<file path="src/rtl/bs_price_if.sv">
// Handshake and data bundle between the CDF stage and the Black-Scholes pricing stage.
// The master side drives a job (start plus operands); the slave side returns prices and status.
interface bs_price_if #(
  parameter int WIDTH = 32
);
  logic             start;
  logic [WIDTH-1:0] s;
  logic [WIDTH-1:0] k;
  logic [WIDTH-1:0] disc;
  logic [WIDTH-1:0] nd1;
  logic [WIDTH-1:0] nd2;
  logic [WIDTH-1:0] call;
  logic [WIDTH-1:0] put;
  logic             busy;
  logic             done;

  modport master (
    output start, s, k, disc, nd1, nd2,
    input  call, put, busy, done
  );

  modport slave (
    input  start, s, k, disc, nd1, nd2,
    output call, put, busy, done
  );
endinterface

</file>
<file path="src/rtl/bs_price.sv">
// Black-Scholes final stage: C = S*Nd1 - K*D*Nd2 and P = C - S + K*D on one shared fixed-point multiplier.
// Optional macro BS_PRICE_CLAMP_EN forces negative call/put results to zero after saturation.
module bs_price #(
  parameter int WIDTH = 32,
  parameter int FRAC  = 16
) (
  input  logic        clk,
  input  logic        reset,
  bs_price_if.slave   bus
);

  typedef enum logic [2:0] {
    IDLE,
    MUL_SN1,
    MUL_KD,
    MUL_KDN2,
    FINAL
  } state_t;

  localparam logic [WIDTH-1:0] MAX_VAL = {1'b0, {(WIDTH-1){1'b1}}};
  localparam logic [WIDTH-1:0] MIN_VAL = {1'b1, {(WIDTH-1){1'b0}}};

  // Value fits in WIDTH bits only when every bit above the result sign bit is a copy of it.
  function automatic logic [WIDTH-1:0] sat(input logic [2*WIDTH-1:0] x);
    logic [WIDTH:0] hi;
    hi = x[2*WIDTH-1:WIDTH-1];
    if (hi == '0 || hi == '1) sat = x[WIDTH-1:0];
    else if (x[2*WIDTH-1])    sat = MIN_VAL;
    else                      sat = MAX_VAL;
  endfunction

  state_t state_q, state_d;
  logic [WIDTH-1:0] s_q, s_d, k_q, k_d, disc_q, disc_d, nd1_q, nd1_d, nd2_q, nd2_d;
  logic [WIDTH-1:0] sn1_q, sn1_d, kd_q, kd_d, kdn2_q, kdn2_d;
  logic [WIDTH-1:0] call_q, call_d, put_q, put_d;
  logic             done_q, done_d;

  logic [WIDTH-1:0]          mul_a, mul_b;
  logic signed [2*WIDTH-1:0] mul_a_ext, mul_b_ext, prod, prod_sh;
  logic [WIDTH-1:0]          mul_res;

  logic signed [WIDTH+1:0] c_full, p_full;
  logic [WIDTH-1:0]        call_sat, put_sat, call_out, put_out;

  // Operand mux in front of the single multiplier, steered by the current multiply state.
  always_comb begin
    mul_a = s_q;
    mul_b = nd1_q;
    case (state_q)
      MUL_KD: begin
        mul_a = k_q;
        mul_b = disc_q;
      end
      MUL_KDN2: begin
        mul_a = kd_q;
        mul_b = nd2_q;
      end
      default: ;
    endcase
  end

  assign mul_a_ext = {{WIDTH{mul_a[WIDTH-1]}}, mul_a};
  assign mul_b_ext = {{WIDTH{mul_b[WIDTH-1]}}, mul_b};
  assign prod      = mul_a_ext * mul_b_ext;
  assign prod_sh   = prod >>> FRAC;
  assign mul_res   = sat(prod_sh);

  // Two guard bits keep the difference and the parity sum exact before saturation.
  assign c_full = {{2{sn1_q[WIDTH-1]}}, sn1_q} - {{2{kdn2_q[WIDTH-1]}}, kdn2_q};
  assign p_full = c_full - {{2{s_q[WIDTH-1]}}, s_q} + {{2{kd_q[WIDTH-1]}}, kd_q};

  assign call_sat = sat({{(WIDTH-2){c_full[WIDTH+1]}}, c_full});
  assign put_sat  = sat({{(WIDTH-2){p_full[WIDTH+1]}}, p_full});

`ifdef BS_PRICE_CLAMP_EN
  assign call_out = call_sat[WIDTH-1] ? '0 : call_sat;
  assign put_out  = put_sat[WIDTH-1]  ? '0 : put_sat;
`else
  assign call_out = call_sat;
  assign put_out  = put_sat;
`endif

  always_comb begin
    state_d = state_q;
    s_d     = s_q;
    k_d     = k_q;
    disc_d  = disc_q;
    nd1_d   = nd1_q;
    nd2_d   = nd2_q;
    sn1_d   = sn1_q;
    kd_d    = kd_q;
    kdn2_d  = kdn2_q;
    call_d  = call_q;
    put_d   = put_q;
    done_d  = 1'b0;
    case (state_q)
      IDLE: begin
        if (bus.start) begin
          s_d     = bus.s;
          k_d     = bus.k;
          disc_d  = bus.disc;
          nd1_d   = bus.nd1;
          nd2_d   = bus.nd2;
          state_d = MUL_SN1;
        end
      end
      MUL_SN1: begin
        sn1_d   = mul_res;
        state_d = MUL_KD;
      end
      MUL_KD: begin
        kd_d    = mul_res;
        state_d = MUL_KDN2;
      end
      MUL_KDN2: begin
        kdn2_d  = mul_res;
        state_d = FINAL;
      end
      FINAL: begin
        call_d  = call_out;
        put_d   = put_out;
        done_d  = 1'b1;
        state_d = IDLE;
      end
      default: state_d = IDLE;
    endcase
  end

  always_ff @(posedge clk or posedge reset) begin
    if (reset) begin
      state_q <= IDLE;
      s_q     <= '0;
      k_q     <= '0;
      disc_q  <= '0;
      nd1_q   <= '0;
      nd2_q   <= '0;
      sn1_q   <= '0;
      kd_q    <= '0;
      kdn2_q  <= '0;
      call_q  <= '0;
      put_q   <= '0;
      done_q  <= 1'b0;
    end else begin
      state_q <= state_d;
      s_q     <= s_d;
      k_q     <= k_d;
      disc_q  <= disc_d;
      nd1_q   <= nd1_d;
      nd2_q   <= nd2_d;
      sn1_q   <= sn1_d;
      kd_q    <= kd_d;
      kdn2_q  <= kdn2_d;
      call_q  <= call_d;
      put_q   <= put_d;
      done_q  <= done_d;
    end
  end

  assign bus.call = call_q;
  assign bus.put  = put_q;
  assign bus.busy = (state_q != IDLE);
  assign bus.done = done_q;

endmodule
</file>
<file path="src/flat_wrapper.sv">
// flat-port wrapper written by rule: the top's interface ports become plain ports
module bs_price_flat 
#(
  parameter int WIDTH = 32,
  parameter int FRAC  = 16
)
  (clk, reset, bus_start, bus_s, bus_k, bus_disc, bus_nd1, bus_nd2, bus_call, bus_put, bus_busy, bus_done);
  bs_price_if #(.WIDTH(WIDTH)) bus_i ();
  input  logic clk;
  input  logic reset;
  input wire logic [$bits(bus_i.start)-1:0] bus_start;
  input wire logic [$bits(bus_i.s)-1:0] bus_s;
  input wire logic [$bits(bus_i.k)-1:0] bus_k;
  input wire logic [$bits(bus_i.disc)-1:0] bus_disc;
  input wire logic [$bits(bus_i.nd1)-1:0] bus_nd1;
  input wire logic [$bits(bus_i.nd2)-1:0] bus_nd2;
  output wire logic [$bits(bus_i.call)-1:0] bus_call;
  output wire logic [$bits(bus_i.put)-1:0] bus_put;
  output wire logic [$bits(bus_i.busy)-1:0] bus_busy;
  output wire logic [$bits(bus_i.done)-1:0] bus_done;
  assign bus_i.start = bus_start;
  assign bus_i.s = bus_s;
  assign bus_i.k = bus_k;
  assign bus_i.disc = bus_disc;
  assign bus_i.nd1 = bus_nd1;
  assign bus_i.nd2 = bus_nd2;
  assign bus_call = bus_i.call;
  assign bus_put = bus_i.put;
  assign bus_busy = bus_i.busy;
  assign bus_done = bus_i.done;
  bs_price #(.WIDTH(WIDTH), .FRAC(FRAC)) u_core (.clk(clk), .reset(reset), .bus(bus_i));
endmodule
</file>
<file path="config.mk">
export PLATFORM = sky130hd
export DESIGN_NAME = bs_price_flat
export DESIGN_NICKNAME = d
export VERILOG_FILES = /design/src/rtl/bs_price_if.sv /design/src/rtl/bs_price.sv /design/src/flat_wrapper.sv
export SDC_FILE = /design/constraint.sdc
export NUM_CORES = 2
export LEC_CHECK = 0
export ABC_CLOCK_PERIOD_IN_PS = 15500
export BUFFER_PORTS_ARGS = -buffer_cell sky130_fd_sc_hd__buf_4
export CAP_MARGIN = 0
export CORE_ASPECT_RATIO = 0.75
export CORE_MARGIN = 2
export CORE_UTILIZATION = 61
export CTS_CLUSTER_SIZE = 20
export DETAILED_ROUTE_END_ITERATION = 8
export GPL_ROUTABILITY_DRIVEN = 0
export PLACE_DENSITY_LB_ADDON = 0.08
export SYNTH_ARGS = -nofsm -noshare
export SYNTH_HDL_FRONTEND = slang
export SYNTH_SLANG_ARGS = --single-unit
</file>
<file path="constraint.sdc">
create_clock -name clk -period 15.5 [get_ports clk]
set_clock_uncertainty 0.1 [all_clocks]
set_input_delay 4.65 -clock clk [delete_from_list [all_inputs] [get_ports clk]]
set_output_delay 4.65 -clock clk [all_outputs]
set_load 0.05 [all_outputs]
</file>
==> out/metrics.yaml <==
run_status:
  status: "finished clean"
worst_setup_path:
  cp_slowest_cell: "fa_1"
  crit_type: "flop to flop"
  crit_arrival_ns: 13.35
  slowest_delay_ns: 0.94
  path_buf_inv: 8
  crit_path_end_kind: "flop"
  crit_top_cell: "fa_1"
  start_kind: "flop"
  cp_max_fo: 58
  crit_family: "adder cells"
  crit_required_ns: 15.81
final_layout:
  areaGrowthSynthToFinish_pct: 7.78
  drive_above_1_share: 0.102
  layout.nets: 7395
clock_network:
  clock-root-buffer: "clkbuf_16"
  cts.sinks: 324
  numCtsBuffers: 29
  ctsHoldBuffers: 0
  cts_htree_levels: 1
  clock_latency_ns: 0.61
  tritoncts: "built"
  postCtsSetupBuffers: 0
  cts_resized: 0
  clk_path_buf_depth: 3
  clkTransAtPathRegs_ns: 0.07
timing:
  hold_viol: 0
  drv_slew: 0
  min_period_over_period: 0.841
  tightest_slew_ns: 1.37
  min_period_ns: 13.03
  tns_ns: 0
  fmax_ghz: 0.0767
  setup_viol: 0
  relSlewSlack: 0.0809
  grt_setup_unrepaired: "false"
logic_synthesis:
  synthCells: 5784
  syn-num-nets: 7308
  synth_common_cells: "1115 x fa_1, 1021 x inv_1, 752 x nor2_1, 738 x nand2_1, 324 x dfrtp_1"
  synth_area_leaders: "fa_1 42%, dfrtp_1 15%, inv_1 7.1%"
  synth.most_common_cell: "fa_1"
  synth_ff_type: "dfrtp_1"
  netlist_area_um2: 53700
  synth.avg_cell_area_um2: 9.29
  synth_area_leader_cell: "fa_1"
  synth-edff-count: 0
  synth_cell_types: 78
  synth_seq_cells: 324
  synth_warnings: 0
  netlist.area_leader.share: 0.415
  ys_seq_area_frac: 0.151
  ys_async_sr_fraction: 1.00
die:
  initial_core_util: 0.614
  fp.dieH_um: 261
  io_pins: 229
  rows: 94
  die_w_um: 347
  core_area_um2: 87500
  die_area_um2: 90500
detailed_routing:
  postRouteAntennaNets: 0
  dr.pass1.iters: 8
  route.detailed.drc: 0
  wl_per_cell_um: 26.0
  drt_iter0_drc: 5056
  dr_total_vias: 43180
  postRouteWirelength_um: 183000
  viasPerCell: 6.12
global_route:
  grt_use_total: 0.417
  grt-ovfl-total: 0
  met3_usage: 0.199
  grtUsageMet2: 0.571
  met1_usage: 0.589
  busiest_layer: "met1"
  grt_max_degree: 129
  grt_pass1_wl_um: 278000
  antenna_found_initial: 5
  grt_pass1_vias: 43678
place:
  port_buffers: 228
  hpwl_um: 146000
hold_path:
  hold_class: "flop to flop"
run:
  drv_cap: 0
## kinds of logic after synthesis
kind of cell / after synthesis / share of synthesized area
simple gates: 1699 / 0.128
fa+ha+maj: 1382 / 0.477
buf+inv: 1310 / 0.0926
compound gates: 741 / 0.0891
flops: 324 / 0.151
mux: 224 / 0.0455
xor+xnor: 104 / 0.0171
## per-layer routing
metal	routed length, um	vias up
li1	-	18088
met1	71800	21828
met2	73600	2854
met3	30700	404
met4	7110	6
met5	55	-
## worst reg2reg max path, delay by kind of cell, from the launching register on
family / cells / cell delay (ns)
adders and majority gates: 9 / 5.25
DFF: 1 / 0.90
buffers and inverters: 8 / 2.45
AOI/OAI and AO/OA: 4 / 0.71
and+or+nand+nor: 9 / 2.86
muxes: 2 / 0.58
## final timing paths
kind,start,endpoint,slack [ns],cells after the start
max,u_core.state_q[0],u_core.kd_q[1],2.47,32
min,u_core.bus.put[9],u_core.bus.put[9],0.38,2
max reg2reg,u_core.state_q[0],u_core.kd_q[1],2.47,32
min reg2reg,u_core.bus.put[9],u_core.bus.put[9],0.38,2
max in group asynchronous,reset,u_core.kd_q[14],8.87,4
min in group asynchronous,reset,u_core.disc_q[27],4.15,2
## area by class of cell
| class | instances | area (um2) |
|---|---|---|
| multi-input cells | 4150 | 40900 |
| fillers | 7163 | 29600 |
| flip-flops and latches | 324 | 8110 |
| inverters | 1022 | 3840 |
| repair buffers | 344 | 2580 |
| well taps | 1152 | 1440 |
| clock buffers | 40 | 847 |
| clock inverters | 13 | 219 |
| diodes | 5 | 12.5 |
## state kept, by name (all words and copies together) (netlist names), 3 cells and up
signal,flops
u_core.sn1_q,32
u_core.disc_q,32
u_core.nd2_q,32
u_core.s_q,32
u_core.bus.put,32
u_core.bus.call,32
u_core.state_q,3
u_core.nd1_q,32
u_core.kd_q,32
u_core.k_q,32
u_core.kdn2_q,32
## placed cells by master (no fill, tap or decap), types with 74 or more instances in the layout
cell type / synthesis / layout
nor2_1: 752 / 751
xnor2_1: 75 / 74
a21oi_1: 155 / 151
a21o_1: 77 / 77
dfrtp_1: 324 / 323
inv_1: 1021 / 1020
o21a_1: 75 / 75
mux2_2: 151 / 151
buf_4: 4 / 344
o21ai_0: 169 / 160
fa_1: 1115 / 1115
ha_1: 246 / 246
nand2_1: 738 / 738
## stage by stage
stage / instances / util / hold WS (ns) / setup WS (ns) / cell area (um2)
floorplan: 5784 / - / 0.350 / 1.78 / 53700
global placement: 6992 / 0.650 / 0.365 / 2.99 / 56800
detailed placement: 6992 / 0.650 / 0.372 / 2.74 / 56800
CTS: 7045 / 0.662 / 0.387 / 2.64 / 57900
global route: 7045 / 0.662 / 0.418 / 1.77 / 57900
finish: 7050 / 0.662 / 0.381 / 2.47 / 57900
Power is left out: the tool's default activity adds up to more than one toggle a clock period on the data nets, which glitch-free logic cannot reach.
